--- src/rtl/data_rx_deframer.sv ---
`default_nettype none
// ============================================================================
// Module   : data_rx_deframer
// Purpose  : Wake-up receiver frame deframer. After the synchronizer opens the
//            frame window (data_clk_enb rising), samples the comparator output
//            at mid-bit, checks the all-zero preamble, packs the payload
//            MSB-first into bytes and presents them through a small
//            first-word-fall-through FIFO with a valid/ready handshake.
// Ports    : clki, rst          - clock, async active-high reset
//            data_clk_enb       - frame window, synchronous to clki
//            comp_out           - raw comparator output (asynchronous)
//            byte_data/valid    - FIFO head byte and not-empty flag
//            byte_ready         - consumer accepts head when valid is high
//            frame_done         - 1-cycle pulse, full frame received
//            frame_abort        - 1-cycle pulse, preamble error / early stop
//            preamble_err       - sticky, last frame failed the preamble
//            overflow           - sticky, a byte was dropped on a full FIFO
// Revision : 1.0 - initial release
// ============================================================================
module data_rx_deframer #(
  parameter int DATARATE_DIV  = 100,
  parameter int PREAMBLE_BITS = 192,
  parameter int FRAME_BITS    = 1000,
  parameter int FIFO_DEPTH    = 4
) (
  input  logic       clki,
  input  logic       rst,
  input  logic       data_clk_enb,
  input  logic       comp_out,
  output logic [7:0] byte_data,
  output logic       byte_valid,
  input  logic       byte_ready,
  output logic       frame_done,
  output logic       frame_abort,
  output logic       preamble_err,
  output logic       overflow
);

  localparam int CYC_W  = $clog2(DATARATE_DIV);
  localparam int BIT_W  = $clog2(FRAME_BITS);
  localparam int ADDR_W = $clog2(FIFO_DEPTH);
  localparam int PTR_W  = ADDR_W + 1;

  localparam logic [CYC_W-1:0] C_CYC_ONE    = CYC_W'(1);
  localparam logic [CYC_W-1:0] C_CYC_LAST   = CYC_W'(DATARATE_DIV - 1);
  localparam logic [CYC_W-1:0] C_CYC_SAMPLE = CYC_W'(DATARATE_DIV / 2);
  localparam logic [BIT_W-1:0] C_BIT_ONE    = BIT_W'(1);
  localparam logic [BIT_W-1:0] C_PRE_LAST   = BIT_W'(PREAMBLE_BITS - 1);
  localparam logic [BIT_W-1:0] C_FRAME_LAST = BIT_W'(FRAME_BITS - 1);
  localparam logic [PTR_W-1:0] C_DEPTH      = PTR_W'(FIFO_DEPTH);
  localparam logic [PTR_W-1:0] C_PTR_ONE    = PTR_W'(1);

  typedef enum logic [1:0] {
    ST_IDLE     = 2'd0,
    ST_PREAMBLE = 2'd1,
    ST_PAYLOAD  = 2'd2,
    ST_DONE     = 2'd3
  } state_t;

  state_t             state_q, state_d;
  logic               sync1_q, sync1_d, sync2_q, sync2_d;
  logic               enb_q, enb_d;
  logic [CYC_W-1:0]   cyc_cnt_q, cyc_cnt_d;
  logic [BIT_W-1:0]   bit_idx_q, bit_idx_d;
  logic [7:0]         shift_q, shift_d;
  logic [2:0]         bit_cnt_q, bit_cnt_d;
  logic               push_q, push_d;
  logic               last_q, last_d;
  logic               frame_done_q, frame_done_d;
  logic               frame_abort_q, frame_abort_d;
  logic               preamble_err_q, preamble_err_d;
  logic               overflow_q, overflow_d;
  logic [7:0]         mem_q [FIFO_DEPTH];
  logic [7:0]         mem_d [FIFO_DEPTH];
  logic [PTR_W-1:0]   wr_ptr_q, wr_ptr_d, rd_ptr_q, rd_ptr_d;
  logic [7:0]         byte_data_q, byte_data_d;
  logic               byte_valid_q, byte_valid_d;

  logic               w_start, w_sample, w_clr_ovf;
  logic               w_pop, w_full, w_write;

  // --------------------------------------------------------------------------
  // Frame state machine: next-state and datapath control
  // --------------------------------------------------------------------------
  always_comb begin
    state_d        = state_q;
    sync1_d        = comp_out;
    sync2_d        = sync1_q;
    enb_d          = data_clk_enb;
    cyc_cnt_d      = cyc_cnt_q;
    bit_idx_d      = bit_idx_q;
    shift_d        = shift_q;
    bit_cnt_d      = bit_cnt_q;
    push_d         = 1'b0;
    last_d         = 1'b0;
    frame_abort_d  = 1'b0;
    preamble_err_d = preamble_err_q;
    w_clr_ovf      = 1'b0;
    w_start        = data_clk_enb & ~enb_q;
    w_sample       = (cyc_cnt_q == C_CYC_SAMPLE);
    // A frame's last byte is pushed the cycle after its last sample, so the
    // done pulse lands two cycles after that sample.
    frame_done_d   = push_q & last_q;

    case (state_q)
      ST_IDLE: begin
        if (w_start) begin
          // The start cycle itself is count 0 of bit 0, so the counter resumes
          // at 1; this puts sample n at start + n*DIV + DIV/2.
          cyc_cnt_d      = C_CYC_ONE;
          bit_idx_d      = '0;
          bit_cnt_d      = 3'd0;
          preamble_err_d = 1'b0;
          w_clr_ovf      = 1'b1;
          state_d        = ST_PREAMBLE;
        end
      end

      ST_PREAMBLE, ST_PAYLOAD: begin
        if (!data_clk_enb) begin
          // Window closed early: any partial byte is simply abandoned.
          frame_abort_d = 1'b1;
          bit_cnt_d     = 3'd0;
          state_d       = ST_IDLE;
        end else begin
          if (cyc_cnt_q == C_CYC_LAST) begin
            cyc_cnt_d = '0;
            bit_idx_d = bit_idx_q + C_BIT_ONE;
          end else begin
            cyc_cnt_d = cyc_cnt_q + C_CYC_ONE;
          end

          if (w_sample) begin
            if (state_q == ST_PREAMBLE) begin
              if (sync2_q) begin
                preamble_err_d = 1'b1;
                frame_abort_d  = 1'b1;
                state_d        = ST_IDLE;
              end else if (bit_idx_q == C_PRE_LAST) begin
                bit_cnt_d = 3'd0;
                state_d   = ST_PAYLOAD;
              end
            end else begin
              shift_d   = {shift_q[6:0], sync2_q};
              bit_cnt_d = bit_cnt_q + 3'd1;
              if (bit_cnt_q == 3'd7) begin
                push_d = 1'b1;
                // Payload length is a whole number of bytes, so the final
                // frame bit always completes a byte.
                if (bit_idx_q == C_FRAME_LAST) begin
                  last_d  = 1'b1;
                  state_d = ST_DONE;
                end
              end
            end
          end
        end
      end

      ST_DONE: begin
        if (!data_clk_enb) begin
          state_d = ST_IDLE;
        end
      end

      default: state_d = ST_IDLE;
    endcase
  end

  // --------------------------------------------------------------------------
  // Output FIFO. Head data/valid are registered from the next-state pointers
  // so the consumer's ready never reaches an output combinationally.
  // --------------------------------------------------------------------------
  always_comb begin
    w_pop   = byte_valid_q & byte_ready;
    w_full  = ((wr_ptr_q - rd_ptr_q) == C_DEPTH);
    // A simultaneous pop frees the slot, so a push into a full FIFO still lands.
    w_write = push_q & (~w_full | w_pop);

    mem_d = mem_q;
    if (w_write) begin
      mem_d[wr_ptr_q[ADDR_W-1:0]] = shift_q;
    end

    wr_ptr_d = wr_ptr_q;
    if (w_write) begin
      wr_ptr_d = wr_ptr_q + C_PTR_ONE;
    end
    rd_ptr_d = rd_ptr_q;
    if (w_pop) begin
      rd_ptr_d = rd_ptr_q + C_PTR_ONE;
    end

    byte_valid_d = (wr_ptr_d != rd_ptr_d);
    byte_data_d  = mem_d[rd_ptr_d[ADDR_W-1:0]];

    if (w_clr_ovf) begin
      overflow_d = 1'b0;
    end else begin
      overflow_d = overflow_q | (push_q & w_full & ~w_pop);
    end
  end

  // --------------------------------------------------------------------------
  // State registers
  // --------------------------------------------------------------------------
  always_ff @(posedge clki or posedge rst) begin
    if (rst) begin
      state_q        <= ST_IDLE;
      sync1_q        <= 1'b0;
      sync2_q        <= 1'b0;
      enb_q          <= 1'b0;
      cyc_cnt_q      <= '0;
      bit_idx_q      <= '0;
      shift_q        <= 8'h00;
      bit_cnt_q      <= 3'd0;
      push_q         <= 1'b0;
      last_q         <= 1'b0;
      frame_done_q   <= 1'b0;
      frame_abort_q  <= 1'b0;
      preamble_err_q <= 1'b0;
      overflow_q     <= 1'b0;
      for (int i = 0; i < FIFO_DEPTH; i++) begin
        mem_q[i] <= 8'h00;
      end
      wr_ptr_q       <= '0;
      rd_ptr_q       <= '0;
      byte_data_q    <= 8'h00;
      byte_valid_q   <= 1'b0;
    end else begin
      state_q        <= state_d;
      sync1_q        <= sync1_d;
      sync2_q        <= sync2_d;
      enb_q          <= enb_d;
      cyc_cnt_q      <= cyc_cnt_d;
      bit_idx_q      <= bit_idx_d;
      shift_q        <= shift_d;
      bit_cnt_q      <= bit_cnt_d;
      push_q         <= push_d;
      last_q         <= last_d;
      frame_done_q   <= frame_done_d;
      frame_abort_q  <= frame_abort_d;
      preamble_err_q <= preamble_err_d;
      overflow_q     <= overflow_d;
      mem_q          <= mem_d;
      wr_ptr_q       <= wr_ptr_d;
      rd_ptr_q       <= rd_ptr_d;
      byte_data_q    <= byte_data_d;
      byte_valid_q   <= byte_valid_d;
    end
  end

  assign byte_data    = byte_data_q;
  assign byte_valid   = byte_valid_q;
  assign frame_done   = frame_done_q;
  assign frame_abort  = frame_abort_q;
  assign preamble_err = preamble_err_q;
  assign overflow     = overflow_q;

endmodule
`default_nettype wire

--- config.mk ---
export PLATFORM = sky130hd
export DESIGN_NAME = data_rx_deframer
export DESIGN_NICKNAME = d
export VERILOG_FILES = /design/src/rtl/data_rx_deframer.sv
export SDC_FILE = /design/constraint.sdc
export NUM_CORES = 1
export LEC_CHECK = 0
export ABC_AREA = 1
export CAP_MARGIN = 25
export CORE_MARGIN = 2
export CORE_UTILIZATION = 40
export DETAILED_ROUTE_END_ITERATION = 8
export PLACE_DENSITY_LB_ADDON = 0.08
export SKIP_LAST_GASP = 1
export SYNTH_ARGS = -nofsm -noshare
export SYNTH_HDL_FRONTEND = slang
export SYNTH_SLANG_ARGS = --single-unit
export TNS_END_PERCENT = 1
--- constraint.sdc ---
create_clock -name clki -period 3.6 [get_ports clki]
set_input_delay 0.36 -clock clki [delete_from_list [all_inputs] [get_ports clki]]
set_output_delay 0.36 -clock clki [all_outputs]
set_load 0.02 [all_outputs]
==> impl_metrics.tcl <==
set metrics [dict create \
    ctsResizeCount 0 \
    fin_crit_ps 2494 \
    placed_area_um2 4966 \
    period_share_pct 69.28 \
    rsz0062_at_grt "false" \
    drt-wirelength-per-cell_um 14.48 \
    routabilityCongestion 0.8138 \
    portBuffers 17 \
    max_cap_viol_count 0 \
    drt-total-wl_um 10960 \
    post_route_cells_drive_above_1_share_pct 5.700 \
    drcViolationCount 0 \
    nNetsFinal 632 \
    die_height_um 112.3 \
    combinationalPowerShare_pct 22.8 \
    slew-limit-headroom_pct 49.16 \
    final_max_slew_viol_count 0 \
    p_int_mw 1.848 \
    diodes 0 \
    area_growth_pct 12.64 \
    drtAntennaViolNets 0 \
    grt_max_degree 50 \
    fin_cells 757 \
    worst_slew_pin_slew_ps 759.9 \
    power_mw 2.702 \
    ys.warnings.count 0 \
    p_sw_share_pct 31.62 \
    final_design_area_no_fill_um2 5284 \
    hold_buffers 0 \
    post_cts_buffers 0 \
    status "finished clean" \
    grt_pass1_wl_um 18440 \
    power_density_nw_per_um2 511.4 \
    fin_tns_setup_ps 0 \
    synth_nets 621 \
    grt_overflow 0 \
    grt_pass1_vias 3733 \
    crit_arrival_ps 2730 \
    ios 18 \
    syn_area_per_cell_um2 7.844 \
    row_count 39 \
    dp_slack_ps 939.2 \
    vdd_ir_drop_max_mv 0.3497 \
    synth_cells 598 \
    fmax_ghz 0.4009 \
    worst_setup_path_end_kind "register" \
    die_width_um 112.3 \
    placed_cells 741 \
    cts_buffers 9 \
    grt_util_all_layers_pct 18.42 \
    drt_iter0_markers 217 \
    cts_tree "yes" \
    htreeDepth 3 \
    antenna_found_initial 0 \
    p_switching_uw 854.5 \
    clock_skew_ps 9.559 \
    viasPerCell 5.124 \
    final_hold_viol_count 0 \
    die_area_um2 12610 \
    ys_seq_area_share_pct 45.88 \
    vias 3879 \
    pwr-share-seq_pct 39.9 \
    dp_hpwl_um 7169 \
    finalSetupViolations 0 \
    clkPwrFrac_pct 37.4 \
    cp_data_required_time_ps 3830 \
    path_class "register to register" \
    post_synth_instance_area_um2 4691 \
    root_buffer "clkbuf_16" \
    fin_ws_ps 1106 \
    clk-insertion-delay-late_ps 340 \
    core-area_um2 11420 \
    cts_buffer_depth 2 \
    first_pass_iters 5 \
    leakage_nw 2.717 \
    ys_seq_elements 86 \
    worstSetupStartpointType "register" \
    clkSinkCount 86 \
    cp_max_fo 17 \
    ys_types 39 \
    hold_class "register to register" \
    initial_utilization_pct 41.08 \
    path_clk_slew_ps 60 \
]
## area by class of cell
class / count / area (µm²)
Clock buffer: 13 / 250.2
Clock inverter: 3 / 67.56
Fill cell: 1121 / 6135
Inverter: 64 / 241.5
Multi-Input combinational cell: 426 / 2173
Sequential cell: 86 / 2152
Tap cell: 143 / 178.9
Timing Repair Buffer: 22 / 220.2
## stage by stage
step	hold WS, ps	utilization [%]
detailed placement	337.3	43.49
finish	347.9	46.27
global placement	335.3	43.49
CTS	350.1	46.27
floorplan	331.2	-
global route	368.5	46.27
## cells by family (layout without fill, tap and decap cells)
logic type      count (synthesis)  after routing  share of synthesized area, %
flops                          86             86                         45.88
mux                             3              3                        0.7201
buf+inv                        86            102                         7.789
fa+ha+maj                      18             18                         4.801
simple gates                  338            338                         31.42
xor+xnor                        7              7                         1.707
compound gates                 60             60                         7.682
## worst paths after layout
path	from	to	slack (ps)	depth (start not counted)
max	state_q[1]	shift_q[7]	1110	6
min	sync1_q	sync2_q	350	0
max reg2reg	state_q[1]	shift_q[7]	1110	6
min reg2reg	sync1_q	sync2_q	350	0
max in group asynchronous	rst	state_q[0]	2470	3
min in group asynchronous	rst	wr_ptr_q[1]	430	2
## cell usage in the layout (no fill, tap or decap), types with 2 or more instances in the layout
master	synthesis	final
clkdlybuf4s50_1	0	17
nor3b_1	3	3
nand3_1	105	105
ha_1	18	18
nand2_1	187	187
inv_2	2	2
o21ai_0	36	36
nor3_1	7	7
clkbuf_16	0	9
mux2_2	3	3
nand2_2	3	3
o31ai_1	3	3
nor2_1	23	23
buf_4	6	4
clkbuf_1	8	3
inv_1	60	59
a21oi_1	8	8
nand4_1	5	5
dfrtp_1	86	86
bufinv_16	0	2
xor2_1	6	6
o21ai_2	2	2
clkinv_1	2	2
a31oi_1	2	2
## worst max-delay path: stages (launching register included)
cell and delay, ps:
dfrtp_1 400, inv_1 110, ha_1 570, nand2_1 220, nor2_1 280, nand2_1 400, mux2_2 400
## per-layer routing
| layer | part of all wire, % | vias up | routed length (µm) | GRT usage [%] |
|---|---|---|---|---|
| li1 | - | 1960 | - | - |
| met1 | 46 | 1837 | 5010 | 23.69 |
| met2 | 49 | 70 | 5405 | 31.33 |
| met3 | 3.2 | 12 | 354 | 2.592 |
| met4 | 1.8 | 0 | 193 | 7.642 |
| met5 | 0 | - | 0 | 0 |
## Yosys cell counts
| library cell | n | share of area, % |
|---|---|---|
| nand2_1 | 187 | 15 |
| nand3_1 | 105 | 11 |
| dfrtp_1 | 86 | 46 |
| inv_1 | 60 | 4.8 |
| o21ai_0 | 36 | 3.8 |
| nor2_1 | 23 | 1.8 |
| ha_1 | 18 | 4.8 |
| a21oi_1 | 8 | 0.85 |
| clkbuf_1 | 8 | 0.64 |
| nor3_1 | 7 | 0.75 |
| buf_4 | 6 | 0.96 |
| xor2_1 | 6 | 1.1 |
| nand4_1 | 5 | 0.67 |
| buf_2 | 4 | 0.43 |
| mux2_2 | 3 | 0.72 |
| nand2_2 | 3 | 0.40 |
| nor3b_1 | 3 | 0.48 |
| o31ai_1 | 3 | 0.48 |
| a31oi_1 | 2 | 0.27 |
| buf_1 | 2 | 0.16 |
| buf_6 | 2 | 0.48 |
| clkinv_1 | 2 | 0.16 |
| inv_2 | 2 | 0.16 |
| o21ai_2 | 2 | 0.37 |
| a211oi_1 | 1 | 0.16 |
| a21boi_0 | 1 | 0.16 |
| a21oi_4 | 1 | 0.35 |
| a41o_1 | 1 | 0.21 |
| and3_1 | 1 | 0.13 |
| nand2_4 | 1 | 0.24 |
| nand3_4 | 1 | 0.37 |
| nand3b_1 | 1 | 0.16 |
| nor3_2 | 1 | 0.21 |
| o2111ai_1 | 1 | 0.19 |
| o21ai_1 | 1 | 0.11 |
| o21ai_4 | 1 | 0.35 |
| o22ai_1 | 1 | 0.13 |
| o32a_1 | 1 | 0.21 |
| xor2_4 | 1 | 0.59 |
## power groups by stage
stage	Sequential (mW)	Combinational (mW)	Clock (mW)
5_1_grt	1.09	0.698	1.07
4_1_cts	1.08	0.622	1.03
3_5_place_dp	1.09	0.620	0
3_3_place_gp	1.09	0.612	0
6_report	1.08	0.615	1.01
2_1_floorplan	1.10	0.476	0
## sequential cells by signal, summed over array words and instances, names as in the netlist, 2 cells and up
signal,flops
state_q,2
bit_idx_q,10
rd_ptr_q,3
shift_q,8
byte_data,8
bit_cnt_q,3
cyc_cnt_q,7
mem_q,32
wr_ptr_q,3
Note: power is estimated with default switching activity, not from simulation.
